$ cat config.mk
export PLATFORM = sky130hd
export DESIGN_NAME = ctr_rr_sched_flat
export DESIGN_NICKNAME = d
export VERILOG_FILES = /design/src/rtl/ctr_sched_pkg.sv /design/src/rtl/ctr_rr_sched_if.sv /design/src/rtl/rr_pick.sv /design/src/rtl/ctr_rr_sched.sv /design/src/flat_wrapper.sv
export SDC_FILE = /design/constraint.sdc
export NUM_CORES = 1
export LEC_CHECK = 0
export ABC_AREA = 1
export ABC_CLOCK_PERIOD_IN_PS = 2050
export CAP_MARGIN = 10
export CORE_MARGIN = 1
export CORE_UTILIZATION = 54
export CTS_CLUSTER_SIZE = 14
export DETAILED_ROUTE_END_ITERATION = 10
export GPL_ROUTABILITY_DRIVEN = 0
export GPL_TIMING_DRIVEN = 0
export PLACE_DENSITY = 0.82
export SLEW_MARGIN = 15
export SYNTH_ARGS = -nofsm -noshare
export SYNTH_HDL_FRONTEND = slang
export SYNTH_SLANG_ARGS = --single-unit
$ cat constraint.sdc
create_clock -name clk -period 2.05 [get_ports clk]
set_input_delay 0.41 -clock clk [delete_from_list [all_inputs] [get_ports clk]]
set_output_delay 0.41 -clock clk [all_outputs]
set_load 0.01 [all_outputs]
$ cat src/rtl/ctr_sched_pkg.sv
// ctr_sched_pkg: shared types, defaults and width helper for the round-robin counter scheduler
package ctr_sched_pkg;
    typedef enum logic [1:0] {IDLE, RUN, RELEASE} state_t;
    localparam int CTR_MOD = 3;
    localparam int CTR_NWRAP = 2;
    function automatic int cw(input int n);
        return n < 2 ? 1 : $clog2(n);
    endfunction
endpackage

$ cat src/rtl/ctr_rr_sched_if.sv
// ctr_rr_sched_if: request/grant/counter bundle between requesters (master) and scheduler (slave)
interface ctr_rr_sched_if
    import ctr_sched_pkg::*;
#(
    parameter int NREQ = 4,
    parameter int MOD = CTR_MOD
);
    logic [NREQ-1:0] req;
    logic [NREQ-1:0] grant;
    logic [NREQ-1:0] done;
    logic [cw(MOD)-1:0] cnt_out;
    logic busy;
    modport master(output req, input grant, done, cnt_out, busy);
    modport slave(input req, output grant, done, cnt_out, busy);
endinterface

$ cat src/rtl/rr_pick.sv
// rr_pick: combinational round-robin picker, lowest set req at or after ptr wins (wrapping)
module rr_pick
    import ctr_sched_pkg::*;
#(
    parameter int NREQ = 4
) (
    input  logic [NREQ-1:0]    req,
    input  logic [cw(NREQ)-1:0] ptr,
    output logic [NREQ-1:0]    win,
    output logic               vld
);
    logic [2*NREQ-1:0] dbl;
    logic [2*NREQ-1:0] lsb;
    // low half holds only requests at/after ptr, high half all of them as the wrap-around fallback
    assign dbl = {req, req & ({NREQ{1'b1}} << ptr)};
    assign lsb = dbl & (-dbl);
    assign win = lsb[NREQ-1:0] | lsb[2*NREQ-1:NREQ];
    assign vld = |req;
endmodule

$ cat src/rtl/ctr_rr_sched.sv
// ctr_rr_sched: grants a shared mod-MOD counter to one requester at a time for NWRAP full cycles
module ctr_rr_sched
    import ctr_sched_pkg::*;
#(
    parameter int NREQ = 4,
    parameter int MOD = CTR_MOD,
    parameter int NWRAP = CTR_NWRAP
) (
    input logic clk,
    input logic rst_n,
    ctr_rr_sched_if.slave bus
);
    localparam int CW = cw(MOD);
    localparam int PW = cw(NREQ);
    localparam int WW = cw(NWRAP + 1);
    state_t state;
    logic [NREQ-1:0] gnt, dn, win;
    logic [PW-1:0] ptr, own, win_idx, nxt;
    logic [CW-1:0] cnt;
    logic [WW-1:0] wrap;
    logic bsy, vld, top, last;
    rr_pick #(.NREQ(NREQ)) u_pick (.req(bus.req), .ptr(ptr), .win(win), .vld(vld));
    always_comb begin
        win_idx = '0;
        for (int i = 0; i < NREQ; i++)
            if (win[i]) win_idx = PW'(i);
    end
    assign top = cnt == CW'(MOD - 1);
    assign last = top && wrap == WW'(NWRAP - 1);
    assign nxt = own == PW'(NREQ - 1) ? '0 : own + PW'(1);
    assign bus.grant = gnt;
    assign bus.done = dn;
    assign bus.cnt_out = cnt;
    assign bus.busy = bsy;
    always_ff @(posedge clk or negedge rst_n) begin
        if (!rst_n) begin
            state <= IDLE;
            gnt <= '0;
            dn <= '0;
            own <= '0;
            ptr <= '0;
            cnt <= '0;
            wrap <= '0;
            bsy <= 1'b0;
        end else begin
            dn <= '0;
            if (state != RUN) begin
                gnt <= vld ? win : '0;
                own <= win_idx;
                cnt <= '0;
                wrap <= '0;
                bsy <= vld;
                state <= vld ? RUN : IDLE;
            end else if (!bus.req[own] || last) begin
                // a dropped request ends the grant early and forfeits the done pulse
                gnt <= '0;
                dn <= bus.req[own] ? gnt : '0;
                cnt <= '0;
                wrap <= '0;
                bsy <= 1'b0;
                ptr <= nxt;
                state <= RELEASE;
            end else begin
                cnt <= top ? '0 : cnt + CW'(1);
                wrap <= wrap + WW'(top);
            end
        end
    end
endmodule

$ cat src/flat_wrapper.sv
// flat-port wrapper written by rule: the top's interface ports become plain ports
module ctr_rr_sched_flat import ctr_sched_pkg::*;
#(
    parameter int NREQ = 4,
    parameter int MOD = CTR_MOD,
    parameter int NWRAP = CTR_NWRAP
)
  (clk, rst_n, bus_req, bus_grant, bus_done, bus_cnt_out, bus_busy);
  ctr_rr_sched_if #(.NREQ(NREQ), .MOD(MOD)) bus_i ();
  input logic clk;
  input logic rst_n;
  input wire logic [$bits(bus_i.req)-1:0] bus_req;
  output wire logic [$bits(bus_i.grant)-1:0] bus_grant;
  output wire logic [$bits(bus_i.done)-1:0] bus_done;
  output wire logic [$bits(bus_i.cnt_out)-1:0] bus_cnt_out;
  output wire logic [$bits(bus_i.busy)-1:0] bus_busy;
  assign bus_i.req = bus_req;
  assign bus_grant = bus_i.grant;
  assign bus_done = bus_i.done;
  assign bus_cnt_out = bus_i.cnt_out;
  assign bus_busy = bus_i.busy;
  ctr_rr_sched #(.NREQ(NREQ), .MOD(MOD), .NWRAP(NWRAP)) u_core (.clk(clk), .rst_n(rst_n), .bus(bus_i));
endmodule
==> After elaboration in Yosys (flattened, before gate mapping) <==
Cells that the tools add are included.
{ "classes": {"add_sub_neg": 4, "order_cmp": 1, "n_eq_ne": 4, "shifts": 1, "muxes": 22, "n_bitwise": 4, "n_reduce_logical": 6} }
{ "ops": {"columns": ["op", "count"], "rows": [
  ["4-bit two-way mux", 6],
  ["2-bit two-way mux", 10],
  ["8-bit AND", 1],
  ["8-bit negator", 1],
  ["1-bit two-way mux", 5],
  ["2-bit by 1-bit adder with 2-bit output (second input constant)", 2],
  ["4-bit AND", 1],
  ["2-bit equality test (second input constant)", 2],
  ["4-bit bitwise OR", 1],
  ["4-bit OR reduction", 1],
  ["4-bit by 2-bit left shift with 4-bit output (first input constant)", 1],
  ["2-bit by 3-bit less-than comparator with 1-bit output (second input constant)", 1],
  ["2-bit by 1-bit adder with 2-bit output", 1],
  ["1-bit binary-select mux with 2-bit select", 1],
  ["2-bit by 1-bit equality test with 1-bit output (second input constant)", 1],
  ["2-bit by 1-bit != test with 1-bit output (second input constant)", 1],
  ["2-bit AND reduction", 1],
  ["2-bit nonzero test", 1],
  ["1-bit logical AND", 1],
  ["1-bit zero test", 1],
  ["1-bit logical OR", 1],
  ["1-bit NOT", 1]
]} }
{ "word_totals": {"regBits": 19, "inputBits": 6, "output_inout_bits": 11, "word_cells": 50} }

==> Logic depth before layout (Yosys ltp) <==
Gate-level depths: netlist of the first run.
{ "depth": {"depth_word": 8, "ltp_mapped": 7, "mapped_depth_nobuf": 7} }

==> Cells and area by module <==
From an unflattened synthesis of the first run, not the netlist that was laid out.
{ "hier_totals": {"cells_unflattened": 114, "hier_area_um2": 933.4} }
{ "by_module_without_submodules": {"columns": ["mod", "instances", "cells_per_inst", "area_each_um2", "seq_area_each_um2"], "rows": [
  ["ctr_rr_sched", 1, 89, 828.3, 450.4],
  ["rr_pick", 1, 25, 105.1, 0.0]
]} }

==> Worst setup path before layout of the first run <==
No wires, ideal clock.
{ "synth_path": {"path_kind": "register -> register", "from": "register u_core.state[0]", "to": "register u_core.gnt[3], in the netlist u_core.bus.grant[3]", "setup_ps": 117, "arrival_ps": 958, "t_required_ps": 1933, "slack_ps": 975, "path_stages_with_launch": 7, "path_buffers": 0, "synth_period_minus_slack_ps": 1075, "cell_sequence": "dfrtp_1 -> inv_1 -> nor2_4 -> inv_4 -> nand2_1 -> or2_1 -> nand2_1"} }
{ "synth_via": {"elab_chain_len": 2, "elab_cells_between_ends": 3, "cone_classes": "eq/ne: 1; mux: 1; reduce/logical: 1"} }
{ "synth_lines": {"columns": ["element", "line_no", "source"], "rows": [
  ["start: declaration", "ctr_rr_sched.sv:16", "state_t state;"],
  ["start signal: assignment", "ctr_rr_sched.sv:53", "state <= vld ? RUN : IDLE;"],
  ["2-bit by 1-bit != test with 1-bit output *", "ctr_rr_sched.sv:47", "if (state != RUN) begin"],
  ["4-bit two-way mux or 2-bit nonzero test (tied branches)", null, null],
  ["end signal: assignment", "ctr_rr_sched.sv:48", "gnt <= vld ? win : '0;"],
  ["end: declaration", "ctr_rr_sched.sv:17", "logic [NREQ-1:0] gnt, dn, win;"]
]} }
Mark *: on every way between the ends. The rest lies on a longest branch, timed or not.
A chain may end at the register's enable or synchronous reset.

==> Worst setup path after layout of the first run <==
{ "layout_path": {"from": "register u_core.cnt[0], in the netlist u_core.bus.cnt_out[0]", "to": "output bus_cnt_out[0]"} }
{ "layout_lines": {"columns": ["element", "line_no", "source"], "rows": [
  ["start: declaration", "ctr_rr_sched.sv:19", "logic [CW-1:0] cnt;"],
  ["start signal: assignment", "ctr_rr_sched.sv:64", "cnt <= top ? '0 : cnt + CW'(1);"],
  ["end: declaration", "flat_wrapper.sv:15", "output wire logic [$bits(bus_i.cnt_out)-1:0] bus_cnt_out;"]
]} }
No word-level cell between the ends.

==> flow_metrics.tcl, run 1 <==
set metrics [dict create \
    core_um2 1580 \
    ys_ff_latch 18 \
    use_met1 0.290 \
    synth_edf_count 0 \
    layout.nets 142 \
    cts_resized 0 \
    grt_max_degree 19 \
    finalCritPeriodShare 0.847 \
    grt_pass1_vias 790 \
    start_util 0.603 \
    worstSetupStartpoint "u_core.bus.cnt_out[0]" \
    min-delay-start "u_core.bus.cnt_out[1]" \
    failed_checks "design-rule violations" \
    ys_types 23 \
    via_per_inst 5.56 \
    vias 828 \
    status "finished with violations" \
    synth_seq_area_share 0.474 \
    startpoint_type "flip-flop" \
    cts_tree "yes" \
    path_buf_inv 1 \
    peakVddDrop_mv 0.772 \
    tns_ps 0 \
    die_w_um 44.0 \
    synth_flop_cell "dfrtp_1" \
    hold_viol 0 \
    std_cell_rows 14 \
    post_cts_buffers 0 \
    synthCells 113 \
    fill_cells 130 \
    htree_levels 1 \
    path_delay_family "buffers and inverters" \
    areaGrowthSynthToFinish_pct 22.8 \
    ios 17 \
    rr_startpoint "u_core.ptr[1]" \
    p_total_mw 1.56 \
    max_stage_delay_ps 580 \
    synth.top_cell.area_share 0.474 \
    yosys.cell_count.top_type "nand2_1" \
    yosysWarnings 0 \
    worst_slew_pin_slew_ps 796 \
    netlist_area_um2 951 \
    dp_hpwl_mm 1.42 \
    antenna_found_initial 0 \
    avgSynthCellArea_um2 8.42 \
    wl_mm 1.95 \
    drv_slew 0 \
    cts_hold_buffers 0 \
    path_class "flip-flop to output port" \
    crit_arrival_ps 1330 \
    leakage_nw 0.602 \
    dieArea_um2 1930 \
    setup_viol_count_final 0 \
    diodes 0 \
    cts-root-buf "clkbuf_4" \
    path_clk_slew_ps 100 \
    grt_overflow 0 \
    drtIter0Drc 15 \
    drc_errors 1 \
    grt.busiest_layer "met2" \
    wl_per_cell_um 13.1 \
    synth_top_area_cell "dfrtp_1" \
    track_usage 0.244 \
    synthTopCellsByArea "dfrtp_1 (47%), nand2_1 (16%), nor2_1 (5.1%)" \
    antenna_left 0 \
    finClkSkew_ps 4.30 \
    hold_class "flip-flop to flip-flop" \
    final_layout_size_suffix_gt1_frac 0.135 \
    cp_data_required_time_ps 1640 \
    postLayoutCoreUtil 0.740 \
    multi_input_area_um2 457 \
    max_freq_mhz 576 \
    cp_max_fo 4 \
    async_reset_ff_frac 1.00 \
    clockBufferDepth 2 \
    cp-end-kind "output port" \
    power.density_nw_per_um2 1340 \
    cp_slowest_cell "clkdlybuf4s50_1" \
    clock_sink_count 18 \
    grt_pass1_wl_mm 3.36 \
    cts_made_buffers 3 \
    grt_use_met3 0.0375 \
    grt_use_met2 0.430 \
    clk_latency_ps 290 \
    min_period_ps 1740 \
    rsz0062_at_grt "no" \
    io_buffers 16 \
    syn_nets 121 \
    slew_headroom 0.468 \
    register_area_um2 450 \
    die_h_um 44.0 \
    maxCapViolations 0 \
    synth_common_cells "nand2_1 (41), dfrtp_1 (18), nor2_1 (13)" \
    path_cells "clkdlybuf4s50_1" \
    firstDrtPassIters 7 \
]
cell type report:
type | count | share of cell area
flip-flops and latches | 18 | 0.386
multi-input cells | 84 | 0.391
repair buffers | 16 | 0.137
well taps | 16 | 0.0171
clock buffers | 4 | 0.0311
inverters | 11 | 0.0375
power by group:
group | internal [mW] | leakage [nW] | switching (mW)
clock | 0.108 | 0.0210 | 0.112
sequential | 0.465 | 0.237 | 0.106
combinational | 0.306 | 0.344 | 0.464
total | 0.879 | 0.602 | 0.682
through the flow:
| stage | setup slack [ps] | std cells | instance area (µm²) | hold WS [ps] |
|---|---|---|---|---|
| floorplan | 975 | 113 | 951 | 114 |
| global placement | 435 | 145 | 1130 | 458 |
| detailed placement | 359 | 145 | 1130 | 470 |
| CTS | 296 | 149 | 1170 | 490 |
| global route | 260 | 149 | 1170 | 495 |
| finish | 313 | 149 | 1170 | 486 |
final timing paths:
kind                                    endpoint  slack [ps]  cells after the start
max                               bus_cnt_out[0]         310                      1
min                        u_core.bus.cnt_out[0]         490                      1
max reg2reg                        u_core.own[0]         840                      6
min reg2reg                u_core.bus.cnt_out[0]         490                      1
max in group asynchronous  u_core.bus.cnt_out[0]         990                      1
min in group asynchronous     u_core.bus.done[0]         570                      1
layout by cell type (no fill, tap or decap):
cell type / n
a21oi_1: 1
clkbuf_4: 3
clkbuf_8: 1
clkdlybuf4s50_1: 16
dfrtp_1: 18
ha_1: 2
inv_1: 10
inv_4: 1
nand2_1: 41
nand2_2: 1
nand2_4: 3
nand3_1: 3
nand3_2: 3
nand3_4: 1
nand3b_1: 1
nand4_1: 5
nor2_1: 13
nor2_2: 1
nor2_4: 2
nor3_1: 1
nor4_2: 1
o21ai_0: 1
o21ai_2: 1
o21bai_1: 1
or2_1: 1
xnor2_1: 1
per-layer routing:
| metal | wire length, µm | share of wire |
|---|---|---|
| met1 | 857 | 0.44 |
| met2 | 972 | 0.50 |
| met3 | 80 | 0.041 |
| met4 | 42 | 0.022 |
| met5 | 0 | 0 |
cells by family (layout without fill, tap and decap cells):
| family | count (synthesis) | after routing | synth area share |
|---|---|---|---|
| AND/OR/NAND/NOR | 77 | 77 | 0.417 |
| flip-flops | 18 | 18 | 0.474 |
| buffers and inverters | 11 | 31 | 0.0461 |
| AO/OA/AOI/OAI | 4 | 4 | 0.0276 |
| adder cells (fa/ha/maj) | 2 | 2 | 0.0263 |
| XOR/XNOR | 1 | 1 | 0.00921 |
sequential cells by signal (all words and copies together) (netlist names):
register and cells:
u_core.bus.grant 4, u_core.wrap 2, u_core.bus.cnt_out 2, u_core.ptr 2
u_core.bus.done 4, u_core.state 2, u_core.own 2
(Power assumes the default switching activity.)
==> run 2: changes to the inputs <==
--- a/config.mk
+++ b/config.mk
@@ -6,15 +6,15 @@
 export NUM_CORES = 1
 export LEC_CHECK = 0
 export ABC_AREA = 1
-export ABC_CLOCK_PERIOD_IN_PS = 2050
+export ABC_CLOCK_PERIOD_IN_PS = 1600
 export CAP_MARGIN = 10
 export CORE_MARGIN = 1
-export CORE_UTILIZATION = 54
+export CORE_UTILIZATION = 50
 export CTS_CLUSTER_SIZE = 14
 export DETAILED_ROUTE_END_ITERATION = 10
 export GPL_ROUTABILITY_DRIVEN = 0
 export GPL_TIMING_DRIVEN = 0
-export PLACE_DENSITY = 0.82
+export PLACE_DENSITY = 0.76
 export SLEW_MARGIN = 15
 export SYNTH_ARGS = -nofsm -noshare
 export SYNTH_HDL_FRONTEND = slang
==> constraint.sdc (replaced) <==
create_clock -name clk -period 1.6 [get_ports clk]
set_input_delay 0.32 -clock clk [delete_from_list [all_inputs] [get_ports clk]]
set_output_delay 0.32 -clock clk [all_outputs]
set_load 0.01 [all_outputs]
==> run 2 against run 1 <==
  * The flow now finishes without violations
  * Design area grew 1.8%
  * Sequential share of layout area shrank 0.69 points
  * Global-route usage shrank 1.8 points
==> flow_metrics.tcl, run 2 (synthesis gave the netlist of run 1 again) <==
set metrics [dict create \
    diodes 0 \
    path_delay_family "buffers and inverters" \
    power.density_nw_per_um2 1690 \
    std_cell_rows 15 \
    firstDrtPassIters 4 \
    path_class "flip-flop to output port" \
    areaGrowthSynthToFinish_pct 25.0 \
    cts_hold_buffers 0 \
    antenna_found_initial 0 \
    place_area_um2 1140 \
    min_period_ps 1540 \
    die_h_um 45.6 \
    cts-root-buf "clkbuf_4" \
    via_per_inst 5.14 \
    rsz0062_at_grt "no" \
    cts_tree "yes" \
    path_buf_inv 1 \
    p_comb_frac 0.502 \
    hold_class "flip-flop to flip-flop" \
    path_cells "clkdlybuf4s50_1" \
    antenna_left 0 \
    max_freq_mhz 649 \
    final_layout_size_suffix_gt1_frac 0.142 \
    startpoint_type "flip-flop" \
    clockBufferDepth 2 \
    wl_per_cell_um 12.6 \
    clock_sink_count 18 \
    drc_errors 0 \
    power_frac_seq 0.357 \
    dieArea_um2 2080 \
    grt_max_degree 19 \
    hold_viol 0 \
    die_w_um 45.6 \
    tns_ps 0 \
    finClkSkew_ps 1.29 \
    placed_cells 154 \
    cp-end-kind "output port" \
    p_int_mw 1.13 \
    cts_made_buffers 3 \
    fin_area_um2 1190 \
    drv_slew 0 \
    status "completed" \
    core_um2 1750 \
    layout.nets 143 \
    fin_cells 159 \
    maxCapViolations 0 \
    crit_arrival_ps 1220 \
    finalCritPeriodShare 0.964 \
    track_usage 0.226 \
    drtIter0Drc 24 \
    final_common_cell "nand2_1" \
    grt_pass1_wl_mm 3.26 \
    final_cell_mix "nand2_1 (41), dfrtp_1 (18), clkdlybuf4s50_1 (15), nor2_1 (13), inv_1 (10)" \
    grt_overflow 0 \
    setup_viol_count_final 0 \
    slew_headroom 0.461 \
    clk_latency_ps 290 \
    leakage_nw 0.625 \
    wl_mm 2.01 \
    grt_pass1_vias 749 \
    cp_max_fo 3 \
    io_buffers 16 \
    cp_data_required_time_ps 1280 \
    power.switching_mw 0.875 \
    vias 818 \
    dp_hpwl_mm 1.46 \
    hold_slack_ps 471 \
    switching_share 0.436 \
    postLayoutCoreUtil 0.681 \
    start_util 0.545 \
    ios 17 \
    max_stage_delay_ps 540 \
    path_clk_slew_ps 100 \
    htree_levels 1 \
    peakVddDrop_mv 0.942 \
    clkPwrFrac 0.140 \
    cp_slowest_cell "clkdlybuf4s50_1" \
    worst_slew_pin_slew_ps 805 \
]
run 2: power by group through the flow:
stage	registers [mW]	clock network, mW	logic (mW)
6_report	0.717	0.282	1.01
5_1_grt	0.730	0.306	1.12
4_1_cts	0.716	0.283	1.02
3_5_place_dp	0.732	0	0.989
3_3_place_gp	0.723	0	0.961
2_1_floorplan	0.753	0	0.629
run 2: timing repair:
action                                  CTS  global route
gates resized for setup                   0             1
buffers inserted                          1             0
endpoints found under the setup margin    1             1
pin swaps                                 0             0
run 2: worst paths after layout:
check                      slack (ps)                  start                     to  depth (start not counted)
max                                60    u_core.bus.grant[0]           bus_grant[0]                          1
min                               470  u_core.bus.cnt_out[1]  u_core.bus.cnt_out[0]                          1
min reg2reg                       470  u_core.bus.cnt_out[1]  u_core.bus.cnt_out[0]                          1
max in group asynchronous         620                  rst_n        u_core.state[0]                          1
min in group asynchronous         480                  rst_n     u_core.bus.done[2]                          1
max reg2reg                       370  u_core.bus.cnt_out[0]          u_core.ptr[1]                          7
run 2: area by class of cell:
class	instances	area (µm²)
inverters	11	43.8
multi-input cells	84	457
repair buffers	17	170
flip-flops and latches	18	450
well taps	25	31.3
clock buffers	4	36.3
fillers	150	557
run 2: through the flow:
| stage | setup slack, ps | power [mW] |
|---|---|---|
| finish | 58.1 | 2.01 |
| global route | 12.3 | 2.16 |
| CTS | 39.7 | 2.02 |
| detailed placement | 47.5 | 1.72 |
| global placement | 84.1 | 1.68 |
| floorplan | 525 | 1.38 |
run 2: routing by layer:
layer  up-vias  wire [µm]  global-route usage
met4         0         47               0.109
met2        26       1010               0.380
li1        404          -                   -
met1       382        859               0.281
met3         6         92              0.0357
met5         -          0                   0
==> run 3: changes to the inputs <==
--- a/config.mk
+++ b/config.mk
@@ -10,6 +10,7 @@
 export CAP_MARGIN = 10
 export CORE_MARGIN = 1
 export CORE_UTILIZATION = 50
+export CTS_CLUSTER_DIAMETER = 200
 export CTS_CLUSTER_SIZE = 14
 export DETAILED_ROUTE_END_ITERATION = 10
 export GPL_ROUTABILITY_DRIVEN = 0
==> results of run 3 <==
Same layout as run 2: the final DEF is identical, and so are final timing and power.
